<file path="src/rtl/wifi_phy_pkg.sv">
// Shared WiFi PHY receive-chain definitions: puncture rate codes, pattern
// periods and erasure masks, FSM state encoding and the SIGNAL header length.
package wifi_phy_pkg;

    typedef enum logic [1:0] {
        RATE_1_2  = 2'b00,
        RATE_2_3  = 2'b01,
        RATE_3_4  = 2'b10,
        RATE_RSVD = 2'b11
    } rate_e;

    typedef enum logic [1:0] {
        ST_IDLE,
        ST_WRITE,
        ST_READ,
        ST_DONE
    } state_e;

    localparam int HDR_BITS_DEF = 48;

    localparam logic [2:0] PERIOD_1_2 = 3'd1;
    localparam logic [2:0] PERIOD_2_3 = 3'd4;
    localparam logic [2:0] PERIOD_3_4 = 3'd6;

    // Bit p set means pattern phase p is an inserted erasure slot.
    localparam logic [7:0] MASK_1_2 = 8'b0000_0000;
    localparam logic [7:0] MASK_2_3 = 8'b0000_1000;
    localparam logic [7:0] MASK_3_4 = 8'b0001_1000;

    function automatic logic [2:0] rate_period(input rate_e r);
        case (r)
            RATE_2_3: return PERIOD_2_3;
            RATE_3_4: return PERIOD_3_4;
            default:  return PERIOD_1_2;
        endcase
    endfunction

    function automatic logic [7:0] rate_mask(input rate_e r);
        case (r)
            RATE_2_3: return MASK_2_3;
            RATE_3_4: return MASK_3_4;
            default:  return MASK_1_2;
        endcase
    endfunction

endpackage

</file>
<file path="src/rtl/depuncture_sched_wifi_if.sv">
// Frame buffer RAM port bundle: the scheduler is master, the bit RAM is slave.
interface depuncture_sched_wifi_if #(
    parameter int ADDR_W = 12
) ();
    logic              we;
    logic [ADDR_W-1:0] wr_addr;
    logic              data_write;
    logic              re;
    logic [ADDR_W-1:0] rd_addr;
    logic              rd_data;

    modport master (output we, wr_addr, data_write, re, rd_addr, input rd_data);
    modport slave  (input we, wr_addr, data_write, re, rd_addr, output rd_data);
endinterface

</file>
<file path="src/rtl/depuncture_pattern_wifi.sv">
// Puncture pattern tracker: phase counter over the rate's period, flags
// whether the current phase is an erasure slot.
module depuncture_pattern_wifi
    import wifi_phy_pkg::*;
(
    input  logic  clk,
    input  logic  reset,
    input  rate_e rate_i,
    input  logic  advance_i,
    input  logic  clear_i,
    output logic  erase_o
);

    logic [2:0] phase_q;
    logic [2:0] phase_d;
    logic [2:0] period;
    logic [7:0] mask;

    always_comb begin
        period  = rate_period(rate_i);
        mask    = rate_mask(rate_i);
        phase_d = phase_q;
        if (clear_i) begin
            phase_d = 3'd0;
        end else if (advance_i) begin
            phase_d = (phase_q == period - 3'd1) ? 3'd0 : phase_q + 3'd1;
        end
        erase_o = mask[phase_q];
    end

    always_ff @(posedge clk or negedge reset) begin
        if (!reset) begin
            phase_q <= 3'd0;
        end else begin
            phase_q <= phase_d;
        end
    end

endmodule

</file>
<file path="src/rtl/depuncture_sched_wifi.sv">
// Multi-rate depuncture scheduler: buffers one frame of coded bits, then
// replays it with zero erasure slots inserted per the 802.11a puncture pattern.
module depuncture_sched_wifi
    import wifi_phy_pkg::*;
#(
    parameter int ADDR_W   = 12,
    parameter int HDR_BITS = HDR_BITS_DEF
) (
    input  logic                   clk,
    input  logic                   reset,
    input  logic                   valid_in,
    input  logic                   data_in,
    input  logic [1:0]             rate_sel,
    depuncture_sched_wifi_if.master buf_if,
    output logic                   valid_out,
    output logic                   data_out,
    output logic                   erase_out,
    output logic                   busy,
    output logic                   done,
    output logic                   err
);

    localparam logic [ADDR_W:0] MAX_L = {1'b1, {ADDR_W{1'b0}}};
    localparam logic [ADDR_W:0] HDR_L = (ADDR_W + 1)'(HDR_BITS);
    localparam logic [ADDR_W:0] ONE_L = (ADDR_W + 1)'(1);

    state_e            state_q;
    rate_e             rate_q;
    logic [ADDR_W:0]   cnt_q, len_q, rdPtr_q, lenNow;
    logic [ADDR_W-1:0] wrAddr_q, rdAddr_q;
    logic we_q, dataWrite_q, re_q, erSlot_q, validOut_q, eraseOut_q;
    logic done_q, err_q, busy_q, ovf_q, vinPrev_q;
    logic vinRise, inHdr, issueActive, issueErase, issueLast;
    logic patAdvance, patClear, patErase;

    depuncture_pattern_wifi u_pattern (
        .clk       (clk),
        .reset     (reset),
        .rate_i    (rate_q),
        .advance_i (patAdvance),
        .clear_i   (patClear),
        .erase_o   (patErase)
    );

    // Slot issue happens in READ and also on the WRITE cycle where the frame
    // ends, so the first read leaves the cycle right after valid_in drops.
    always_comb begin
        vinRise     = valid_in && !vinPrev_q;
        lenNow      = (state_q == ST_WRITE) ? cnt_q : len_q;
        inHdr       = rdPtr_q < HDR_L;
        issueActive = (state_q == ST_READ) || ((state_q == ST_WRITE) && !valid_in);
        issueErase  = !inHdr && patErase;
        issueLast   = !issueErase && (rdPtr_q == lenNow - ONE_L);
        patAdvance  = issueActive && !inHdr;
        patClear    = (state_q == ST_IDLE);
    end

    always_ff @(posedge clk or negedge reset) begin
        if (!reset) begin
            state_q     <= ST_IDLE;
            rate_q      <= RATE_1_2;
            cnt_q       <= '0;
            len_q       <= '0;
            rdPtr_q     <= '0;
            wrAddr_q    <= '0;
            rdAddr_q    <= '0;
            we_q        <= 1'b0;
            dataWrite_q <= 1'b0;
            re_q        <= 1'b0;
            erSlot_q    <= 1'b0;
            validOut_q  <= 1'b0;
            eraseOut_q  <= 1'b0;
            done_q      <= 1'b0;
            err_q       <= 1'b0;
            busy_q      <= 1'b0;
            ovf_q       <= 1'b0;
            vinPrev_q   <= 1'b0;
        end else begin
            vinPrev_q  <= valid_in;
            we_q       <= 1'b0;
            re_q       <= 1'b0;
            erSlot_q   <= 1'b0;
            done_q     <= 1'b0;
            err_q      <= 1'b0;
            validOut_q <= re_q | erSlot_q;
            eraseOut_q <= erSlot_q;
            case (state_q)
                ST_IDLE: begin
                    if (vinRise) begin
                        rate_q      <= (rate_sel == 2'b11) ? RATE_1_2 : rate_e'(rate_sel);
                        err_q       <= (rate_sel == 2'b11);
                        we_q        <= 1'b1;
                        wrAddr_q    <= '0;
                        dataWrite_q <= data_in;
                        cnt_q       <= ONE_L;
                        rdPtr_q     <= '0;
                        ovf_q       <= 1'b0;
                        busy_q      <= 1'b1;
                        state_q     <= ST_WRITE;
                    end
                end
                ST_WRITE: begin
                    if (valid_in) begin
                        if (cnt_q != MAX_L) begin
                            we_q        <= 1'b1;
                            wrAddr_q    <= cnt_q[ADDR_W-1:0];
                            dataWrite_q <= data_in;
                            cnt_q       <= cnt_q + ONE_L;
                        end else if (!ovf_q) begin
                            err_q <= 1'b1;
                            ovf_q <= 1'b1;
                        end
                    end else begin
                        len_q   <= cnt_q;
                        state_q <= ST_READ;
                    end
                end
                ST_READ: begin
                    err_q <= vinRise;
                end
                ST_DONE: begin
                    err_q   <= vinRise;
                    done_q  <= 1'b1;
                    busy_q  <= 1'b0;
                    state_q <= ST_IDLE;
                end
                default: state_q <= ST_IDLE;
            endcase
            // Placed after the case so the last read can override the READ entry.
            if (issueActive) begin
                if (issueErase) begin
                    erSlot_q <= 1'b1;
                end else begin
                    re_q     <= 1'b1;
                    rdAddr_q <= rdPtr_q[ADDR_W-1:0];
                    rdPtr_q  <= rdPtr_q + ONE_L;
                    if (issueLast) begin
                        state_q <= ST_DONE;
                    end
                end
            end
        end
    end

    assign buf_if.we         = we_q;
    assign buf_if.wr_addr    = wrAddr_q;
    assign buf_if.data_write = dataWrite_q;
    assign buf_if.re         = re_q;
    assign buf_if.rd_addr    = rdAddr_q;
    assign valid_out         = validOut_q;
    assign erase_out         = eraseOut_q;
    assign data_out          = validOut_q & ~eraseOut_q & buf_if.rd_data;
    assign busy              = busy_q;
    assign done              = done_q;
    assign err               = err_q;

endmodule
</file>
<file path="src/flat_wrapper.sv">
// flat-port wrapper written by rule: the top's interface ports become plain ports
module depuncture_sched_wifi_flat import wifi_phy_pkg::*;
#(
    parameter int ADDR_W   = 12,
    parameter int HDR_BITS = HDR_BITS_DEF
)
  (clk, reset, valid_in, data_in, rate_sel, valid_out, data_out, erase_out, busy, done, err, buf_if_we, buf_if_wr_addr, buf_if_data_write, buf_if_re, buf_if_rd_addr, buf_if_rd_data);
  depuncture_sched_wifi_if #(.ADDR_W(ADDR_W)) buf_if_i ();
  input  logic clk;
  input  logic reset;
  input  logic valid_in;
  input  logic data_in;
  input  logic [1:0] rate_sel;
  output logic valid_out;
  output logic data_out;
  output logic erase_out;
  output logic busy;
  output logic done;
  output logic err;
  output wire logic [$bits(buf_if_i.we)-1:0] buf_if_we;
  output wire logic [$bits(buf_if_i.wr_addr)-1:0] buf_if_wr_addr;
  output wire logic [$bits(buf_if_i.data_write)-1:0] buf_if_data_write;
  output wire logic [$bits(buf_if_i.re)-1:0] buf_if_re;
  output wire logic [$bits(buf_if_i.rd_addr)-1:0] buf_if_rd_addr;
  input wire logic [$bits(buf_if_i.rd_data)-1:0] buf_if_rd_data;
  assign buf_if_we = buf_if_i.we;
  assign buf_if_wr_addr = buf_if_i.wr_addr;
  assign buf_if_data_write = buf_if_i.data_write;
  assign buf_if_re = buf_if_i.re;
  assign buf_if_rd_addr = buf_if_i.rd_addr;
  assign buf_if_i.rd_data = buf_if_rd_data;
  depuncture_sched_wifi #(.ADDR_W(ADDR_W), .HDR_BITS(HDR_BITS)) u_core (.clk(clk), .reset(reset), .valid_in(valid_in), .data_in(data_in), .rate_sel(rate_sel), .buf_if(buf_if_i), .valid_out(valid_out), .data_out(data_out), .erase_out(erase_out), .busy(busy), .done(done), .err(err));
endmodule
</file>
<file path="config.mk">
export PLATFORM = sky130hd
export DESIGN_NAME = depuncture_sched_wifi_flat
export DESIGN_NICKNAME = d
export VERILOG_FILES = /design/src/rtl/wifi_phy_pkg.sv /design/src/rtl/depuncture_sched_wifi_if.sv /design/src/rtl/depuncture_pattern_wifi.sv /design/src/rtl/depuncture_sched_wifi.sv /design/src/flat_wrapper.sv
export SDC_FILE = /design/constraint.sdc
export NUM_CORES = 1
export LEC_CHECK = 0
export BUFFER_PORTS_ARGS = -buffer_cell sky130_fd_sc_hd__buf_2
export CORE_MARGIN = 3
export CORE_UTILIZATION = 30
export CTS_BUF_LIST = sky130_fd_sc_hd__clkbuf_2 sky130_fd_sc_hd__clkbuf_4 sky130_fd_sc_hd__clkbuf_8
export CTS_CLUSTER_SIZE = 10
export DETAILED_ROUTE_END_ITERATION = 6
export SLEW_MARGIN = 40
export SYNTH_ARGS = -nofsm -noshare
export SYNTH_HDL_FRONTEND = slang
export SYNTH_SLANG_ARGS = --single-unit
</file>
<file path="constraint.sdc">
create_clock -name clk -period 3.1 [get_ports clk]
set_input_delay 0.465 -clock clk [delete_from_list [all_inputs] [get_ports clk]]
set_output_delay 0.465 -clock clk [all_outputs]
set_load 0.05 [all_outputs]
</file>
Yosys cells after proc, flatten, opt, wreduce, memory -nomap -nowiden
Cells that the tools add are included.
- output and inout port bits: 33
- bits in registers: 81
- word-level logic and storage cells: 117
- bits of input ports: 7
- mux-type cells: 51
- magnitude comparators: 2
- add/subtract/negate cells: 5
- bitwise logic cells: 6
- reduce and logical (&&, ||, !) cells: 21
- equality and inequality tests: 13
- operator list (cell ; number):
    2-to-1 mux 13 bit ; 8
    2-to-1 mux 12 bit ; 3
    adder 13 x 1 -> 13 bit, second input constant ; 2
    one-hot mux 13 bit (2 select lines) ; 1
    one-hot mux 12 bit (2 select lines) ; 1
    2-to-1 mux 1 bit ; 20
    equality test 13 bit ; 1
    < comparator 13 x 6 -> 1 bit, second input constant ; 1
    inequality test 13 bit, second input constant ; 1
    subtractor 13 x 1 -> 13 bit, second input constant ; 1
    2-to-1 mux 2 bit ; 6
    one-hot mux 5 bit (2 select lines) ; 1
    2-to-1 mux 3 bit ; 3
    equality test 2 bit, second input constant ; 4
    one-hot mux 1 bit (2 select lines) ; 4
    AND reduction 2 bit ; 4
    AND reduction 4 bit ; 2
    inequality test 2 bit, second input constant ; 3
    one-hot mux 2 bit (3 select lines) ; 1
    one-hot mux 3 bit (2 select lines) ; 1
    nonzero test 2 bit ; 3
    logical AND 1 bit ; 5
    equality test 2 x 1 -> 1 bit, second input constant ; 2
    logical NOT 1 bit ; 4
    other kinds (13) ; 16

Logic depth before layout (Yosys ltp)
Gate-level depths: netlist (run 1).
- depth in word-level cells: 10
- mapped depth: 13

Cells and area by module
Synthesis (run 1) repeated with hierarchy kept, for this count alone.
- cell total of the unflattened synthesis: 437
- area total of the unflattened synthesis: 4195.3 um2
- by module, submodules not included (module ; cells an instance ; instances ; seq. area each (um2) ; area each (um2)):
    depuncture_sched_wifi ; 408 ; 1 ; 1951.9 ; 3933.8
    depuncture_pattern_wifi ; 29 ; 1 ; 75.1 ; 261.5

Least setup slack after synthesis (run 1)
No wires, ideal clock.
- kind: register to register
- start point: reg u_core.state_q[1]
- end point: reg u_core.state_q[0]
- stages on the path, launching flop included: 12
- setup slack: 0.839 ns
- data arrival time: 2.169 ns
- cells stage by stage: dfrtp_1 nor2b_1 buf_4 mux2i_1 ha_1 inv_1 a211oi_2 nand3_1 xnor2_1 nor2_1 nand4_1 o31ai_2
- word-level cells in the longest chain between the ends: 8
- elaborated cells between the ends (all ways): 14
- those cells by class: add/sub: 1; eq/ne: 4; mux: 5; reduce/logical: 4
- ends and longest elaborated chain (element ; RTL line ; source):
    start, declared ; depuncture_sched_wifi.sv:27 ; state_e state_q;
    start signal, assigned ; depuncture_sched_wifi.sv:60 ; state_q <= ST_IDLE;
    start signal, assigned ; depuncture_sched_wifi.sv:99 ; state_q <= ST_WRITE;
    start signal, assigned ; depuncture_sched_wifi.sv:115 ; state_q <= ST_READ;
    equality test 2 x 1 -> 1 bit ; depuncture_sched_wifi.sv:49, depuncture_sched_wifi.sv:51, depuncture_sched_wifi.sv:87 ;
    2-to-1 mux 13 bit ; depuncture_sched_wifi.sv:49 ; lenNow = (state_q == ST_WRITE) ? cnt_q : len_q;
    subtractor 13 x 1 -> 13 bit ; depuncture_sched_wifi.sv:53 ; issueLast = !issueErase && (rdPtr_q == lenNow - ONE_L);
    equality test 13 bit ; depuncture_sched_wifi.sv:53 ;
    logical AND 1 bit ; depuncture_sched_wifi.sv:53 ;
    2-to-1 mux 2 bit ; depuncture_sched_wifi.sv:137 ; if (issueLast) begin
    2-to-1 mux 2 bit ; depuncture_sched_wifi.sv:131 ; if (issueErase) begin
    2-to-1 mux 2 bit * ; depuncture_sched_wifi.sv:130 ; if (issueActive) begin
Mark *: on every way between the ends. The rest lies on a longest branch, timed or not.
A chain may end at the register's enable or synchronous reset.

Worst setup path in the final report (run 1)
- start point: reg u_core.state_q[0]
- end point: reg u_core.state_q[0]
The elaborated chain is that of the path after synthesis.

==> run_results.csv, run 1 <==
group,metric,value,unit
status,outcome,"completed",
clocking,clock-root-buffer,"clkbuf_8",
final_layout,syn2layout_area_growth,13.53,%
sta,relSlewSlack,56.04,%
setup_path,reg2regPathDepth,10,
routing,wl,9.421,mm
logic_synthesis,synth_enable_flop_cells,0,
clocking,cts.clk_slew.worst_paths,0.09,ns
routing,detail_route.wl_per_cell,15.22,µm
clocking,cts-resized-gates,0,
logic_synthesis,ys_ff_latch,81,
sta,drv_slew,0,
setup_path,endpoint_kind,"register",
placed_design,io_buffers,39,
clocking,cts_setup_buffers,0,
global_route,overflow,0,
setup_path,startpoint_type,"register",
clocking,holdBufCountCts,0,
sta,min_period,2.730,ns
placed_design,dpl.hpwl,6.811,mm
clocking,clockBufferDepth,2,
logic_synthesis,syn-mean-instance-area,10.42,µm²
sta,tightest_slew,0.6594,ns
final_layout,antenna_cells,0,
setup_path,critPathRequiredTime,3.38,ns
floorplanning,start_util,31.21,%
sta,fin_crit_sh,88.07,%
floorplanning,top_level_ports,40,
setup_path,crit_fanout,13,
final_layout,final_cell_mix,"81 x dfrtp_1, 49 x nand2_1, 38 x buf_2",
sta,setup_viol,0,
floorplanning,die_h,124.3,µm
setup_path,crit_type,"register to register",
job,drv_cap,0,
sta,fin_setup_tns,0,ns
placed_design,gp_congestion,0.8188,
final_layout,layout_commonest_cell,"dfrtp_1",
clocking,clk_latency,0.36,ns
setup_path,arrival,3.01,ns
global_route,track_usage,12.68,%
sta,fmax,0.3663,GHz
setup_path,cp_slowest_cell,"dfrtp_1",
clocking,cts_buffers,9,
sta,grt_setup_unrepaired,"no",
clocking,cts-htree-levels,3,
global_route,antenna_found_initial,0,
logic_synthesis,yosysWarnings,0,
power,max-vdd-ir-drop,0.0002432,V
logic_synthesis,synth-main-ff-cell,"dfrtp_1",
setup_path,timing.rr.start,"u_core.state_q[0]",
clocking,clkSinkCount,81,
setup_path,crit_chain,"nor2b_1 > mux2i_1 > ha_1 > inv_1 > a211oi_2 > nand3_1 > xnor2_1 > nor2_1 > nand4_1 > o31ai_2",
global_route,grt_pass1_vias,3149,
power,power.total,3.452,mW
logic_synthesis,seq_area_frac_synth,48.27,%
final_layout,drive_above_1_share,24.15,%
global_route,grt_start_max_net_pins,82,
routing,via_per_inst,4.921,
sta,hold_viol,0,
routing,drc_errors,0,
logic_synthesis,ys_types,58,
logic_synthesis,async_flop_share,100.0,%
routing,vias,3046,
sta,clock-skew-final,0.01174,ns
routing,antenna_left,0,
floorplanning,rows,42,
power,p_leak,2.298,nW
hold_path,hold_path.class,"input port to asynchronous set/reset pin",
logic_synthesis,syn_inst,403,
logic_synthesis,netlist_area,0.004199,mm²
setup_path,startpoint,"u_core.state_q[0]",
floorplanning,die_area,0.01545,mm²
setup_path,cpPeakStageDelay,0.56,ns
routing,drtIter0Drc,177,
routing,drt-pass1-iter-count,4,
floorplanning,coreArea,0.01345,mm²
power,cellPowerDensity,724.1,mW/mm²
clocking,cts_tree,"yes",
floorplanning,die_width,124.3,µm
logic_synthesis,synth_nets,418,
global_route,grt_pass1_wl,16.03,mm
final_layout,nets,453,
through the flow:
| stage | instances | setup WS [ns] | hold slack (ns) | cell area, µm² | utilization (%) |
|---|---|---|---|---|---|
| final | 619 | 0.3697 | 0.1139 | 4767 | 35.44 |
| after global routing | 619 | 0.08633 | 0.1446 | 4767 | 35.44 |
| after CTS | 619 | 0.3786 | 0.1662 | 4765 | 35.42 |
| after detailed placement | 603 | 0.3924 | 0.3590 | 4559 | 33.89 |
| after global placement | 603 | 0.5095 | 0.3528 | 4556 | 33.86 |
| after floorplan | 403 | 0.8388 | 0.1694 | 4199 | - |
where the power goes:
part           switching (mW)  internal (mW)  total, mW
sequential              0.180           1.20       1.38
clock                   0.390          0.395      0.785
combinational           0.820          0.468       1.29
total                    1.39           2.06       3.45
cells by family (layout without fill, tap and decap cells):
kind of cell / count (synthesis) / after routing / share of synthesized area [%]
muxes: 45 / 45 / 11.56
buffers and inverters: 32 / 72 / 3.516
adders and majority gates: 8 / 8 / 2.384
AOI/OAI and AO/OA: 44 / 44 / 7.241
and+or+nand+nor: 157 / 157 / 19.52
DFF: 81 / 81 / 48.27
xor gates and xnor gates: 36 / 36 / 7.509
registers in the layout (all words and copies together), names as in the netlist, 2 cells and up:
| signal | cells |
|---|---|
| u_core.rate_q | 2 |
| u_core.rdPtr_q | 13 |
| u_core.u_pattern.phase_q | 3 |
| u_core.buf_if.wr_addr | 12 |
| u_core.len_q | 13 |
| u_core.state_q | 2 |
| u_core.cnt_q | 13 |
| u_core.buf_if.rd_addr | 12 |
worst max-delay path, delay by kind of cell, from the launching register on:
family                   cells  cell delay (ns)
AO/OA/AOI/OAI                2             0.49
AND/OR/NAND/NOR              4             0.73
XOR/XNOR                     1             0.15
buffers and inverters        1             0.06
adder cells (fa/ha/maj)      1             0.28
multiplexers                 1             0.39
flip-flops                   1             0.56
synthesized netlist by cell type (2+ instances only):
master,n,area [µm²]
and4_1,4,35.03
o31ai_1,3,22.52
inv_2,2,7.510
o21ai_0,13,65.06
xor2_1,21,183.9
xnor2_1,15,131.4
clkbuf_1,7,26.28
nand2_1,49,183.9
nand3_1,17,85.08
nor3b_1,3,22.52
nand3_2,3,30.03
buf_4,2,15.01
mux2i_1,17,170.2
and2_1,3,18.77
a31oi_1,2,12.51
o32ai_1,2,17.52
nor4_2,2,25.02
buf_2,10,50.05
inv_1,9,33.78
nor2_1,33,123.9
or3_1,4,25.02
nand3b_1,3,22.52
ha_1,8,100.1
a21oi_1,9,45.04
nand2b_1,3,18.77
and3_1,5,31.28
mux2_2,28,315.3
nor3_1,10,50.05
nand4_1,6,37.54
dfrtp_1,81,2027
nor2b_1,2,12.51
worst paths after layout:
path / end / slack, ns
min in group clk: u_core.buf_if.data_write / 0.30
worst min-delay path: u_core.buf_if.wr_addr[6] / 0.11
worst min register to register: u_core.erase_out / 0.37
worst max register to register: u_core.state_q[0] / 0.37
worst max-delay path: u_core.state_q[0] / 0.37
max in group asynchronous: u_core.rdPtr_q[9] / 2.49
layer usage:
metal  vias to the layer above  GRT usage (%)  share of wire, %
met5                         -              0                 0
met1                      1517          15.78                46
li1                       1473              -                 -
met2                        47          21.56                50
met4                         0          4.900               1.6
met3                         9          2.659               2.6
cell type report:
type,count,area (µm²)
inverter,11,41.29
clock inverter,6,67.56
fill,1368,8686
timing repair buffer,45,249.0
sequential,81,2027
multi-input combinational,290,2024
tap,176,220.2
clock buffer,10,137.6
(Power assumes the default switching activity.)
==> inputs of run 2 (changes only) <==
==> constraint.sdc (replaced) <==
create_clock -name clk -period 3.1 [get_ports clk]
set_input_delay 0.155 -clock clk [delete_from_list [all_inputs] [get_ports clk]]
set_output_delay 0.155 -clock clk [all_outputs]
set_load 0.05 [all_outputs]
==> run 2 against run 1 <==
Against the previous run:
- clock skew decreased by 0.0062 ns
- die area unchanged
- first-iteration DRC count decreased by 9.0%
- sequential power about the same
- clock-buffer cell count increased by 1
- largest power group unchanged
- global-route usage about the same
- sequential cell count unchanged
- design area increased by 1.1%
- critical endpoint unchanged
==> run_results.csv, run 2 (synthesis gave the netlist of run 1 again) <==
group,metric,value,unit
status,outcome,"completed",
final_layout,antenna_cells,0,
floorplanning,die_area,0.01545,mm²
floorplanning,top_level_ports,40,
placed_design,gp_congestion,0.7972,
sta,hold_viol,0,
final_layout,multi_input_area,0.002024,mm²
hold_path,hold_path.class,"input port to register",
placed_design,place_ws,0.4486,ns
placed_design,post-place-cells,603,
routing,drt-pass1-iter-count,4,
sta,setup_viol,0,
final_layout,fillers,1375,
clocking,cts-resized-gates,0,
setup_path,critPathRequiredTime,3.36,ns
global_route,antenna_found_initial,0,
global_route,grt_start_max_net_pins,82,
global_route,overflow,0,
routing,drtIter0Drc,161,
global_route,grt_pass1_vias,3126,
clocking,clockBufferDepth,2,
clocking,clk_latency,0.35,ns
sta,timing.hold.ws,0.08409,ns
job,drv_cap,0,
setup_path,crit_fanout,14,
sta,fin_crit_sh,86.30,%
clocking,clkSinkCount,81,
routing,drc_errors,0,
global_route,grt_pass1_wl,16.15,mm
setup_path,crit_type,"register to register",
floorplanning,rows,42,
routing,wl,9.455,mm
final_layout,seqCellArea,0.002027,mm²
final_layout,largestRegisters,"u_core.cnt_q: 13 flops, u_core.len_q: 13 flops, u_core.rdPtr_q: 13 flops",
routing,antenna_left,0,
power,cellPowerDensity,736.6,mW/mm²
clocking,cts-htree-levels,3,
clocking,clock-root-buffer,"clkbuf_8",
final_layout,final_cell_mix,"81 x dfrtp_1, 49 x nand2_1, 38 x buf_2",
placed_design,io_buffers,39,
sta,fmax,0.3738,GHz
final_layout,drive_above_1_share,23.99,%
sta,grt_setup_unrepaired,"no",
clocking,cts.clk_slew.worst_paths,0.08,ns
routing,detail_route.wl_per_cell,15.20,µm
setup_path,startpoint_type,"register",
global_route,track_usage,12.70,%
placed_design,dpl.hpwl,6.874,mm
power,power.total,3.551,mW
clocking,cts_tree,"yes",
routing,vias,3043,
floorplanning,die_h,124.3,µm
final_layout,nets,456,
final_layout,fin_cells,622,
setup_path,arrival,2.94,ns
routing,via_per_inst,4.892,
sta,fin_setup_tns,0,ns
final_layout,layout_commonest_cell,"dfrtp_1",
power,p_leak,2.327,nW
sta,relSlewSlack,57.43,%
floorplanning,start_util,31.21,%
floorplanning,die_width,124.3,µm
setup_path,endpoint_kind,"register",
sta,layout_setup_ws,0.4246,ns
final_layout,syn2layout_area_growth,14.81,%
sta,clock-skew-final,0.005576,ns
clocking,cts_buffers,9,
power,max-vdd-ir-drop,0.0002467,V
sta,min_period,2.675,ns
floorplanning,coreArea,0.01345,mm²
sta,drv_slew,0,
sta,tightest_slew,0.6386,ns
[run 2: cell count changes in the layout (fill, tap and decap cells not counted), sizes merged]
cell and change:
bufinv +1, clkbuf +1, clkinv -1, clkinvlp -1, dlygate4sd3 +3
[run 2: final cells by class]
| cell class | instances | area share, % |
|---|---|---|
| flip-flops and latches | 81 | 42.05 |
| multi-input cells | 290 | 41.99 |
| repair buffers | 48 | 5.788 |
| well taps | 176 | 4.568 |
| clock buffers | 11 | 3.140 |
| clock inverters | 5 | 1.609 |
| inverters | 11 | 0.8565 |
[run 2: worst max-delay path, stage by stage (launching register included)]
cell      delay, ns
dfrtp_1        0.57
nand2b_1       0.51
nor2_1         0.08
a21oi_1        0.14
ha_1           0.24
inv_1          0.06
a211oi_2       0.31
nand3_1        0.15
xnor2_1        0.15
nor2_1         0.08
nand4_1        0.10
o31ai_2        0.19
[run 2: final timing paths]
path,slack [ns],cells after the start,end,from
setup / recovery,0.42,11,u_core.state_q[0],u_core.state_q[1]
hold / removal,0.08,3,u_core.rate_q[0],rate_sel[0]
setup reg to reg,0.42,11,u_core.state_q[0],u_core.state_q[1]
hold reg to reg,0.38,0,u_core.erase_out,u_core.erSlot_q
max in group asynchronous,2.26,2,u_core.rdPtr_q[10],reset
min in group asynchronous,0.39,2,u_core.buf_if.wr_addr[4],reset
[run 2: report_power, final]
group	switching (mW)	internal, mW	total [mW]	leakage [nW]
logic	0.821	0.471	1.29	1.11
registers	0.179	1.20	1.38	1.10
clock network	0.387	0.495	0.882	0.115
[run 2: through the flow]
step	util (%)	area [µm²]
after global routing	35.84	4821
final	35.84	4821
after CTS	35.82	4818
after detailed placement	33.89	4559
after floorplan	-	4199
after global placement	33.86	4556
[run 2: metal layers]
| metal | global-route usage (%) | up-vias | wire (µm) |
|---|---|---|---|
| met4 | 5.416 | 0 | 238 |
| met1 | 16.63 | 1502 | 4375 |
| met3 | 2.358 | 18 | 275 |
| met2 | 20.61 | 51 | 4565 |
| li1 | - | 1472 | - |
| met5 | 0 | - | 0 |
[run 2: timing repair]
item	in CTS	in global routing
hold endpoints to repair	83	0
setup buffers	0	0
hold buffers	3	0
==> inputs of run 3 (changes only) <==
- ABC_AREA: default -> 1
- TNS_END_PERCENT: default -> 10
==> run 3 against run 2 <==
Against the previous run:
- utilization decreased by 0.61 points
- first-iteration DRC count increased by 45%
- via count increased by 20%
- critical path type unchanged
==> run_results.csv, run 3 <==
group,metric,value,unit
sta,relSlewSlack,55.41,%
floorplanning,die_area,0.01582,mm²
setup_path,crit_top_cell,"nand2_2",
final_layout,drive_above_1_share,15.74,%
logic_synthesis,synthTopCellsByArea,"dfrtp_1 47%, nand2_1 13%, o21ai_0 6.4%, inv_1 5.4%, nand3_1 4.0%",
routing,vias,3646,
setup_path,arrival,2.85,ns
setup_path,crit_fanout,27,
setup_path,cpPeakStageDelay,0.59,ns
logic_synthesis,ys_types,43,
setup_path,crit_chain,"inv_4 > nor2_4 > nand2_4 > nand2_2 > nand2_2 > a21oi_4 > inv_1 > o31a_1",
clocking,cts-htree-levels,3,
logic_synthesis,yosysWarnings,0,
sta,fmax,0.3856,GHz
floorplanning,start_util,30.90,%
routing,antenna_left,0,
power,max-vdd-ir-drop,0.0002886,V
sta,drv_slew,0,
setup_path,reg2reg_slack,0.51,ns
floorplanning,die_width,125.8,µm
hold_path,min_path_cells,3,
power,p_leak,2.455,nW
sta,fin_crit_sh,83.65,%
global_route,overflow,0,
setup_path,reg2regPathDepth,8,
final_layout,nets,602,
logic_synthesis,syn-mean-instance-area,7.914,µm²
global_route,grt_pass1_wl,17.64,mm
logic_synthesis,async_flop_share,100.0,%
setup_path,startpoint_type,"register",
global_route,grt_start_max_net_pins,82,
placed_design,gp_congestion,0.8409,
sta,timing.hold.ws,0.03693,ns
global_route,track_usage,13.70,%
clocking,clkSinkCount,81,
routing,drtIter0Drc,233,
logic_synthesis,synth-main-ff-cell,"dfrtp_1",
logic_synthesis,syn_inst,544,
power,power.total,4.651,mW
final_layout,largestRegisters,"u_core.cnt_q: 13 flops, u_core.len_q: 13 flops, u_core.rdPtr_q: 13 flops",
routing,drt-pass1-iter-count,4,
setup_path,cp_slowest_cell,"dfrtp_1",
clocking,cts_buffers,9,
hold_path,hold_path.class,"input port to register",
clocking,clk_latency,0.38,ns
floorplanning,coreArea,0.01393,mm²
sta,setup_viol,0,
logic_synthesis,yosysTopAreaCell,"dfrtp_1",
sta,hold_viol,0,
floorplanning,top_level_ports,40,
routing,detail_route.wl_per_cell,13.35,µm
routing,wl,10.29,mm
final_layout,layout_commonest_cell,"nand2_1",
logic_synthesis,synth_enable_flop_cells,0,
floorplanning,rows,43,
clocking,cts_setup_buffers,0,
floorplanning,die_h,125.8,µm
status,outcome,"completed",
global_route,grt_pass1_vias,3609,
sta,clock-skew-final,0.01202,ns
final_layout,antenna_cells,0,
sta,tightest_slew,0.6689,ns
clocking,clock-root-buffer,"clkbuf_8",
placed_design,dpl.hpwl,7.762,mm
setup_path,endpoint_kind,"register",
sta,min_period,2.593,ns
setup_path,crit_type,"register to register",
final_layout,final_core_util,35.22,%
routing,drc_errors,0,
logic_synthesis,synth_common_cells,"152 x nand2_1, 81 x dfrtp_1, 62 x inv_1",
logic_synthesis,yosysMostFrequentCell,"nand2_1",
sta,fin_setup_tns,0,ns
clocking,cts.clk_slew.worst_paths,0.09,ns
logic_synthesis,netlist_area,0.004305,mm²
sta,grt_setup_unrepaired,"no",
clocking,cts_tree,"yes",
global_route,antenna_found_initial,0,
routing,via_per_inst,4.729,
clocking,clockBufferDepth,2,
power,cellPowerDensity,947.5,mW/mm²
job,drv_cap,0,
final_layout,final_cell_mix,"152 x nand2_1, 81 x dfrtp_1, 62 x inv_1",
logic_synthesis,synth_top_area_share,47.08,%
logic_synthesis,synth_nets,559,
final_layout,syn2layout_area_growth,14.01,%
logic_synthesis,seq_area_frac_synth,47.08,%
placed_design,io_buffers,39,
final_layout,fillers,1448,
logic_synthesis,ys_ff_latch,81,
setup_path,critPathRequiredTime,3.35,ns
## run 3: cell types whose count changed after synthesis, moves of 16 or more
cell	previous run	this run
mux2_2	28	0
nand3_1	17	34
nand2_1	49	152
mux2i_1	17	1
inv_1	9	62
o21ai_0	13	55
## run 3: timing repair
action	4_1_cts	5_1_grt
hold buffers	4	0
hold endpoints to repair	84	0
gates resized for setup	0	0
## run 3: per-layer routing
metal | vias to the layer above | wire (µm) | track usage [%]
met5 | - | 0 | 0
met4 | 0 | 187 | 5.868
met3 | 14 | 564 | 2.841
met2 | 76 | 4728 | 21.99
met1 | 1701 | 4814 | 18.00
li1 | 1855 | - | -
## run 3: critical path, delay by kind of cell (launching register included)
family / cells / cell delay, ns
buffers and inverters: 2 / 0.45
and+or+nand+nor: 4 / 0.68
DFF: 1 / 0.59
AOI/OAI and AO/OA: 2 / 0.73
## run 3: worst paths after layout
| path | endpoint | startpoint |
|---|---|---|
| setup / recovery | u_core.rdPtr_q[8] | u_core.state_q[0] |
| hold / removal | u_core.rate_q[0] | rate_sel[0] |
| setup reg to reg | u_core.rdPtr_q[8] | u_core.state_q[0] |
| hold reg to reg | u_core.erase_out | u_core.erSlot_q |
| max in group asynchronous | u_core.buf_if.rd_addr[11] | reset |
| min in group asynchronous | u_core.buf_if.rd_addr[0] | reset |
## run 3: metrics by stage
stage / cell area (µm²) / cells / worst slack [ns]
floorplan: 4305 / 544 / 1.073
global placement: 4663 / 752 / 0.6289
detailed placement: 4667 / 752 / 0.5380
CTS: 4906 / 771 / 0.5121
global route: 4908 / 771 / 0.2713
finish: 4908 / 771 / 0.5068
## run 3: area by class of cell
cell class	instances	area, µm²	area share, %
clock buffer	11	145.1	2.957
clock inverter	4	53.80	1.096
inverter	68	257.7	5.251
multi-input combinational	382	1941	39.54
sequential	81	2027	41.29
tap	180	225.2	4.588
timing repair buffer	45	259.0	5.277
## run 3: cell families after synthesis
logic type	synth area share (%)
xor+xnor	1.221
fa+ha+maj	2.325
buf+inv	7.846
compound gates	12.00
simple gates	29.29
mux	0.2325
flops	47.08
## run 3: power by group
group | internal, mW | total, mW | switching, mW
clock network | 0.400 | 0.787 | 0.387
logic | 0.683 | 2.35 | 1.67
registers | 1.32 | 1.51 | 0.191
total | 2.40 | 4.65 | 2.25
